$ cat src/rtl/node_mem_arbiter_pkg.sv
// node_mem_arbiter_pkg: octant node word field layout and node memory arbiter state encoding.
package node_mem_arbiter_pkg;
  localparam int NODE_PTR_MSB = 31;
  localparam int NODE_PTR_LSB = 16;
  localparam int NODE_LEAF_MSB = 15;
  localparam int NODE_LEAF_LSB = 8;
  localparam int NODE_BRANCH_MSB = 7;
  localparam int NODE_BRANCH_LSB = 0;
  typedef enum logic {ARB, CLEAR} arb_state_t;
endpackage

$ cat src/rtl/node_mem_arbiter_rr_arbiter.sv
// rr_arbiter: one-hot round-robin grant searching upward from a pointer that advances past each winner.
module rr_arbiter #(
  parameter int N = 2,
  localparam int IW = $clog2(N)
) (
  input  logic          clk,
  input  logic          rst,
  input  logic [N-1:0]  req,
  input  logic          en,
  output logic [N-1:0]  grant,
  output logic [IW-1:0] idx
);
  localparam int JW = IW + 1;
  logic [IW-1:0] ptr;
  logic [JW-1:0] j;
  logic any;
  // Scan from lowest priority to highest so the last hit is the winner.
  always_comb begin
    idx = '0;
    any = 1'b0;
    j = '0;
    for (int k = N - 1; k >= 0; k--) begin
      j = {1'b0, ptr} + JW'(k);
      j = (j >= JW'(N)) ? j - JW'(N) : j;
      if (en && req[j[IW-1:0]]) begin
        idx = j[IW-1:0];
        any = 1'b1;
      end
    end
  end
  assign grant = any ? N'(1) << idx : '0;
  always_ff @(posedge clk or posedge rst)
    if (rst) ptr <= '0;
    else if (any) ptr <= (idx == IW'(N - 1)) ? '0 : idx + 1'b1;
endmodule

$ cat src/rtl/node_mem_arbiter.sv
// node_mem_arbiter: round-robin sharing of the octree node BRAM with read-response routing.
// NODE_ARB_CLEAR_EN enables the sweep that zeroes every node before a new frame.
module node_mem_arbiter
  import node_mem_arbiter_pkg::*;
#(
  parameter int WIDTH = 32,
  parameter int DEPTH = 256,
  parameter int NUM_REQ = 2,
  localparam int ADDRW = $clog2(DEPTH)
) (
  input  logic                     i_clk,
  input  logic                     i_rst,
  input  logic [NUM_REQ-1:0]       i_req_valid,
  output logic [NUM_REQ-1:0]       o_req_ready,
  input  logic [NUM_REQ-1:0]       i_req_we,
  input  logic [NUM_REQ*ADDRW-1:0] i_req_addr,
  input  logic [NUM_REQ*WIDTH-1:0] i_req_wdata,
  output logic [NUM_REQ-1:0]       o_rsp_valid,
  output logic [WIDTH-1:0]         o_rsp_data,
  output logic                     o_mem_we,
  output logic [ADDRW-1:0]         o_mem_addr_write,
  output logic [ADDRW-1:0]         o_mem_addr_read,
  output logic [WIDTH-1:0]         o_mem_data_in,
  input  logic [WIDTH-1:0]         i_mem_data_out,
  input  logic                     i_clear,
  output logic                     o_busy
);
  localparam int IW = $clog2(NUM_REQ);
  logic [IW-1:0] idx;
  logic en, clearing, granted;
  logic [ADDRW-1:0] cnt, last_addr;
  logic [WIDTH-1:0] last_data;
`ifdef NODE_ARB_CLEAR_EN
  arb_state_t state;
  logic busy;
  assign clearing = state == CLEAR;
  assign en = !i_rst && !clearing && !i_clear;
  assign o_busy = busy;
  always_ff @(posedge i_clk or posedge i_rst)
    if (i_rst) begin
      state <= ARB;
      cnt <= '0;
      busy <= 1'b0;
    end else if (state == ARB) begin
      state <= i_clear ? CLEAR : ARB;
      busy <= i_clear;
    end else begin
      cnt <= (cnt == ADDRW'(DEPTH - 1)) ? '0 : cnt + 1'b1;
      state <= (cnt == ADDRW'(DEPTH - 1)) ? ARB : CLEAR;
      busy <= cnt != ADDRW'(DEPTH - 1);
    end
`else
  logic unused_clear;
  assign unused_clear = i_clear;
  assign clearing = 1'b0;
  assign cnt = '0;
  assign en = !i_rst;
  assign o_busy = 1'b0;
`endif
  rr_arbiter #(.N(NUM_REQ)) u_rr (
    .clk(i_clk),
    .rst(i_rst),
    .req(i_req_valid),
    .en(en),
    .grant(o_req_ready),
    .idx(idx)
  );
  assign granted = |o_req_ready;
  // Idle cycles keep the last address and data on the BRAM ports.
  assign o_mem_we = clearing | (granted & i_req_we[idx]);
  assign o_mem_addr_write = clearing ? cnt : granted ? i_req_addr[idx*ADDRW +: ADDRW] : last_addr;
  assign o_mem_addr_read = o_mem_addr_write;
  assign o_mem_data_in = clearing ? '0 : granted ? i_req_wdata[idx*WIDTH +: WIDTH] : last_data;
  assign o_rsp_data = i_mem_data_out;
  always_ff @(posedge i_clk or posedge i_rst)
    if (i_rst) begin
      last_addr <= '0;
      last_data <= '0;
      o_rsp_valid <= '0;
    end else begin
      last_addr <= o_mem_addr_write;
      last_data <= o_mem_data_in;
      o_rsp_valid <= o_req_ready & ~i_req_we;
    end
endmodule

$ cat config.mk
export PLATFORM = sky130hd
export DESIGN_NAME = node_mem_arbiter
export DESIGN_NICKNAME = d
export VERILOG_FILES = /design/src/rtl/node_mem_arbiter_pkg.sv /design/src/rtl/node_mem_arbiter_rr_arbiter.sv /design/src/rtl/node_mem_arbiter.sv
export SDC_FILE = /design/constraint.sdc
export NUM_CORES = 1
export LEC_CHECK = 0
export CORE_MARGIN = 3
export CORE_UTILIZATION = 33
export DETAILED_ROUTE_END_ITERATION = 10
export HOLD_SLACK_MARGIN = 0.1
export PLACE_DENSITY = 0.86
export SLEW_MARGIN = 20
export SYNTH_ARGS = -nofsm -noshare
export SYNTH_HDL_FRONTEND = slang
export SYNTH_HIERARCHICAL = 1
export SYNTH_SLANG_ARGS = --single-unit
$ cat constraint.sdc
create_clock -name i_clk -period 5.2 [get_ports i_clk]
set_input_delay 1.3 -clock i_clk [delete_from_list [all_inputs] [get_ports i_clk]]
set_output_delay 1.3 -clock i_clk [all_outputs]
set_load 0.01 [all_outputs]
==> impl_results.rst <==
.. list-table::
   :header-rows: 1

   * - Metric
     - Value
   * - RSZ-0062 raised after global routing
     - false
   * - Post-route clock period utilization
     - 0.9253
   * - Post-route setup TNS
     - 0 ns
   * - Max-capacitance violation count
     - 0
   * - Maximum buffer depth of the clock tree
     - 2
   * - GRT met2 Usage
     - 0.2726
   * - Minimum setup slack among reg-to-reg paths
     - between 3 and 4 ns
   * - Length in cells of the worst reg-to-reg path
     - 5
   * - Number of placement rows
     - 31
   * - Reg-to-reg startpoint
     - u_rr/ptr$_DFFE_PP0N_
   * - Clock sink count
     - 43
   * - Sequential share of the synthesized area
     - 0.4218
   * - Die area
     - 8822 µm²
   * - Worst Hold Class
     - reg2reg
   * - Residual antenna-violating net count after detailed routing
     - 0
   * - Leak Pwr
     - ~1.4 nW
   * - Final wirelength
     - ~6.7 mm
   * - Global routing met1 resource utilization
     - 0.1623
   * - FMAX
     - 207.8 MHz
   * - Root Buffer
     - sky130_fd_sc_hd__clkbuf_8
   * - Worst setup SP type
     - primary input
   * - Maximum level of the CTS H-tree
     - 2
   * - Starting DRT DRC Count
     - 75
   * - Synth Instances
     - ~240
   * - Detailed-router iteration count before antenna repair
     - 4
   * - Post-route clock skew
     - 0.01063 ns
   * - Initial core utilization
     - 0.3462
   * - Worst Path Arrival
     - 3.51 ns
   * - CTS hold repair buffers
     - 0
   * - Origin of the worst setup path
     - i_req_valid[0]
   * - Half-perimeter wire length of the detailed placement result
     - 5.129 mm
   * - Startpoint of the most critical hold path
     - last_data[11]$_DFF_PP0_
   * - Synth Register Bits
     - 43
   * - Chip Height
     - between 90 and 100 µm
   * - Number of primary I/O pins
     - about 210
   * - WHS Endpoint
     - last_data[11]$_DFF_PP0_
   * - Fraction of layout cells with a size suffix above 1
     - 0.1826
   * - Final weighted congestion in routability-driven placement
     - 0.6744
   * - Worst reg2reg path endpoint
     - last_data[13]$_DFF_PP0_
   * - Post-route cell area
     - around 3800 µm²
   * - Required time worst endpoint
     - a little under 4 ns
   * - Number of endpoints with negative hold slack in the final report
     - 0
   * - Worst setup path class
     - in2out
   * - Worst-path maximum fanout
     - 29
   * - Time the worst path needs with I/O delays and setup
     - between 4 and 5 ns
   * - Library cells used by synthesis
     - 16
   * - Pin count of the biggest net entering global routing
     - between 40 and 50
   * - Max VDD drop
     - approximately 0.13 mV
   * - Clock-pin slew on the worst setup and hold paths
     - about 0.09 ns
   * - Global routing usage summed across all routing layers
     - 0.1536
   * - Clock network latency to the later pin of the worst-skew pair
     - about 0.29 ns
   * - GR Util met3
     - 0.05849
   * - Total gr overflow
     - 0
   * - Status
     - finished, final reports clean
   * - DRC viols
     - 0
   * - Post-synthesis average cell area
     - approximately 11 µm²
   * - Kind of end point of the critical path
     - output port
   * - Hold Crit Depth
     - 2
   * - PortBufs
     - 138
   * - Number of CTS-inserted buffers
     - 5
   * - Number of buffers inserted to repair setup after CTS
     - 0
   * - Total number of vias
     - between 2k and 2.5k
   * - Number of vias per cell
     - between 4 and 5
   * - Area growth, synth to finish
     - 49.93%
   * - CTS tree
     - done
   * - Final number of setup-violating endpoints
     - 0
   * - Mean routed wirelength per cell
     - roughly 15 µm
   * - Initial antenna violation count
     - 0
   * - Final nets
     - 452
   * - Synthesized Nets
     - between 300 and 400
   * - Via count of the first global-routing pass
     - about 2.2k
   * - CTS-repair resized insts
     - 0
   * - Pwr/cell area
     - 290.5 nW/µm²
   * - First-pass GRT wire length
     - between 10 and 15 mm
   * - Most used routing layer
     - met2
   * - Number of warnings printed during yosys synthesis
     - 6
   * - Floorplan core area
     - about 7400 µm²
   * - Placed cell areas
     - approximately 3700 µm²
   * - Number of antenna diodes
     - 0
   * - Max-slew violation count
     - 0
   * - Post-Syn Area
     - between 2000 and 3000 µm²
   * - Die X
     - 93.93 µm
cell families (layout without fill, tap and decap cells):
kind of cell,Yosys count,count (layout),share of synthesized area
buffers and inverters,64,157,0.1751
AND/OR/NAND/NOR,48,48,0.09417
AO/OA/AOI/OAI,44,44,0.1466
flip-flops,43,43,0.4218
multiplexers,41,41,0.1609
other,1,1,0.001470
per-stage QoR:
stage | power, mW | cells | hold WS, ns | util | worst slack (ns)
global placement | 0.9028 | 425 | 0.5044 | 0.5075 | 0.3979
detailed placement | 0.9184 | 425 | 0.5113 | 0.5075 | 0.3611
floorplan | 0.6928 | 241 | 0.5328 | - | 0.2560
finish | 1.111 | 433 | 0.5294 | 0.5190 | 0.3883
global route | 1.180 | 433 | 0.5511 | 0.5190 | 0.2577
CTS | 1.129 | 433 | 0.5326 | 0.5190 | 0.3555
state kept, by name, indices dropped and copies added, names as in the netlist:
| register | cells |
|---|---|
| u_rr/ptr | 1 |
| o_rsp_valid | 2 |
| last_addr | 8 |
| last_data | 32 |
critical path: stages:
cell and delay, ns:
sky130_fd_sc_hd__clkdlybuf4s50_1 0.53, sky130_fd_sc_hd__nand2_1 0.20, sky130_fd_sc_hd__a21oi_4 0.05, sky130_fd_sc_hd__or2_2 0.42, sky130_fd_sc_hd__buf_12 0.22, sky130_fd_sc_hd__a21oi_2 0.19
sky130_fd_sc_hd__clkdlybuf4s50_1 0.59
layer usage:
metal	routed length [µm]	up-vias
met2	3494	96
met1	2355	971
met3	654	31
met4	191	0
li1	-	976
met5	0	-
Yosys cell counts, drive strengths merged:
| cell type | n | area [µm²] |
|---|---|---|
| dfrtp | 43 | 1076 |
| conb | 1 | 3.750 |
| inv | 3 | 11.26 |
| nor2b | 2 | 12.51 |
| and3 | 1 | 6.260 |
| mux2i | 41 | 410.4 |
| or2 | 1 | 6.260 |
| clkbuf | 8 | 30.03 |
| a21oi | 44 | 374.1 |
| buf | 53 | 405.4 |
| nor3 | 40 | 200.2 |
| nor2 | 2 | 7.510 |
| nand2 | 2 | 7.510 |
placed cells by master, fill, tap and decap left out:
master,count
sky130_fd_sc_hd__clkdlybuf4s50_1,138
sky130_fd_sc_hd__dfrtp_1,43
sky130_fd_sc_hd__mux2i_1,41
sky130_fd_sc_hd__a21oi_2,41
sky130_fd_sc_hd__nor3_1,40
sky130_fd_sc_hd__buf_4,6
sky130_fd_sc_hd__clkbuf_8,5
sky130_fd_sc_hd__a21oi_4,3
sky130_fd_sc_hd__nor2b_1,2
sky130_fd_sc_hd__nor2_1,2
sky130_fd_sc_hd__buf_12,2
sky130_fd_sc_hd__inv_1,2
sky130_fd_sc_hd__nand2_1,2
sky130_fd_sc_hd__or2_2,1
sky130_fd_sc_hd__inv_2,1
sky130_fd_sc_hd__conb_1,1
sky130_fd_sc_hd__clkinvlp_4,1
sky130_fd_sc_hd__clkbuf_1,1
sky130_fd_sc_hd__clkinv_2,1
sky130_fd_sc_hd__and3_1,1
how the worst max path moves through the flow:
stage / endpoint
floorplan: o_mem_addr_write[0]
global placement: o_mem_addr_write[7]
detailed placement: o_mem_addr_write[7]
CTS: o_mem_addr_write[7]
global route: o_mem_addr_read[7]
finish: o_mem_addr_write[7]
cell type report:
type	instances	area (µm²)
Timing Repair Buffer	146	1466
Inverter	3	11.26
Multi-Input combinational cell	134	1062
Clock inverter	2	12.51
Clock buffer	6	72.57
Sequential cell	43	1076
Tap cell	99	123.9
Fill cell	657	3545
report_power, final:
group / leakage (nW) / internal, mW / total (mW) / switching (mW)
sequential: 0.478 / 0.400 / 0.420 / 0.0193
clock: 0.0412 / 0.0940 / 0.207 / 0.113
combinational: 0.890 / 0.268 / 0.485 / 0.217
total: 1.41 / 0.762 / 1.11 / 0.349
(Power assumes the default switching activity.)
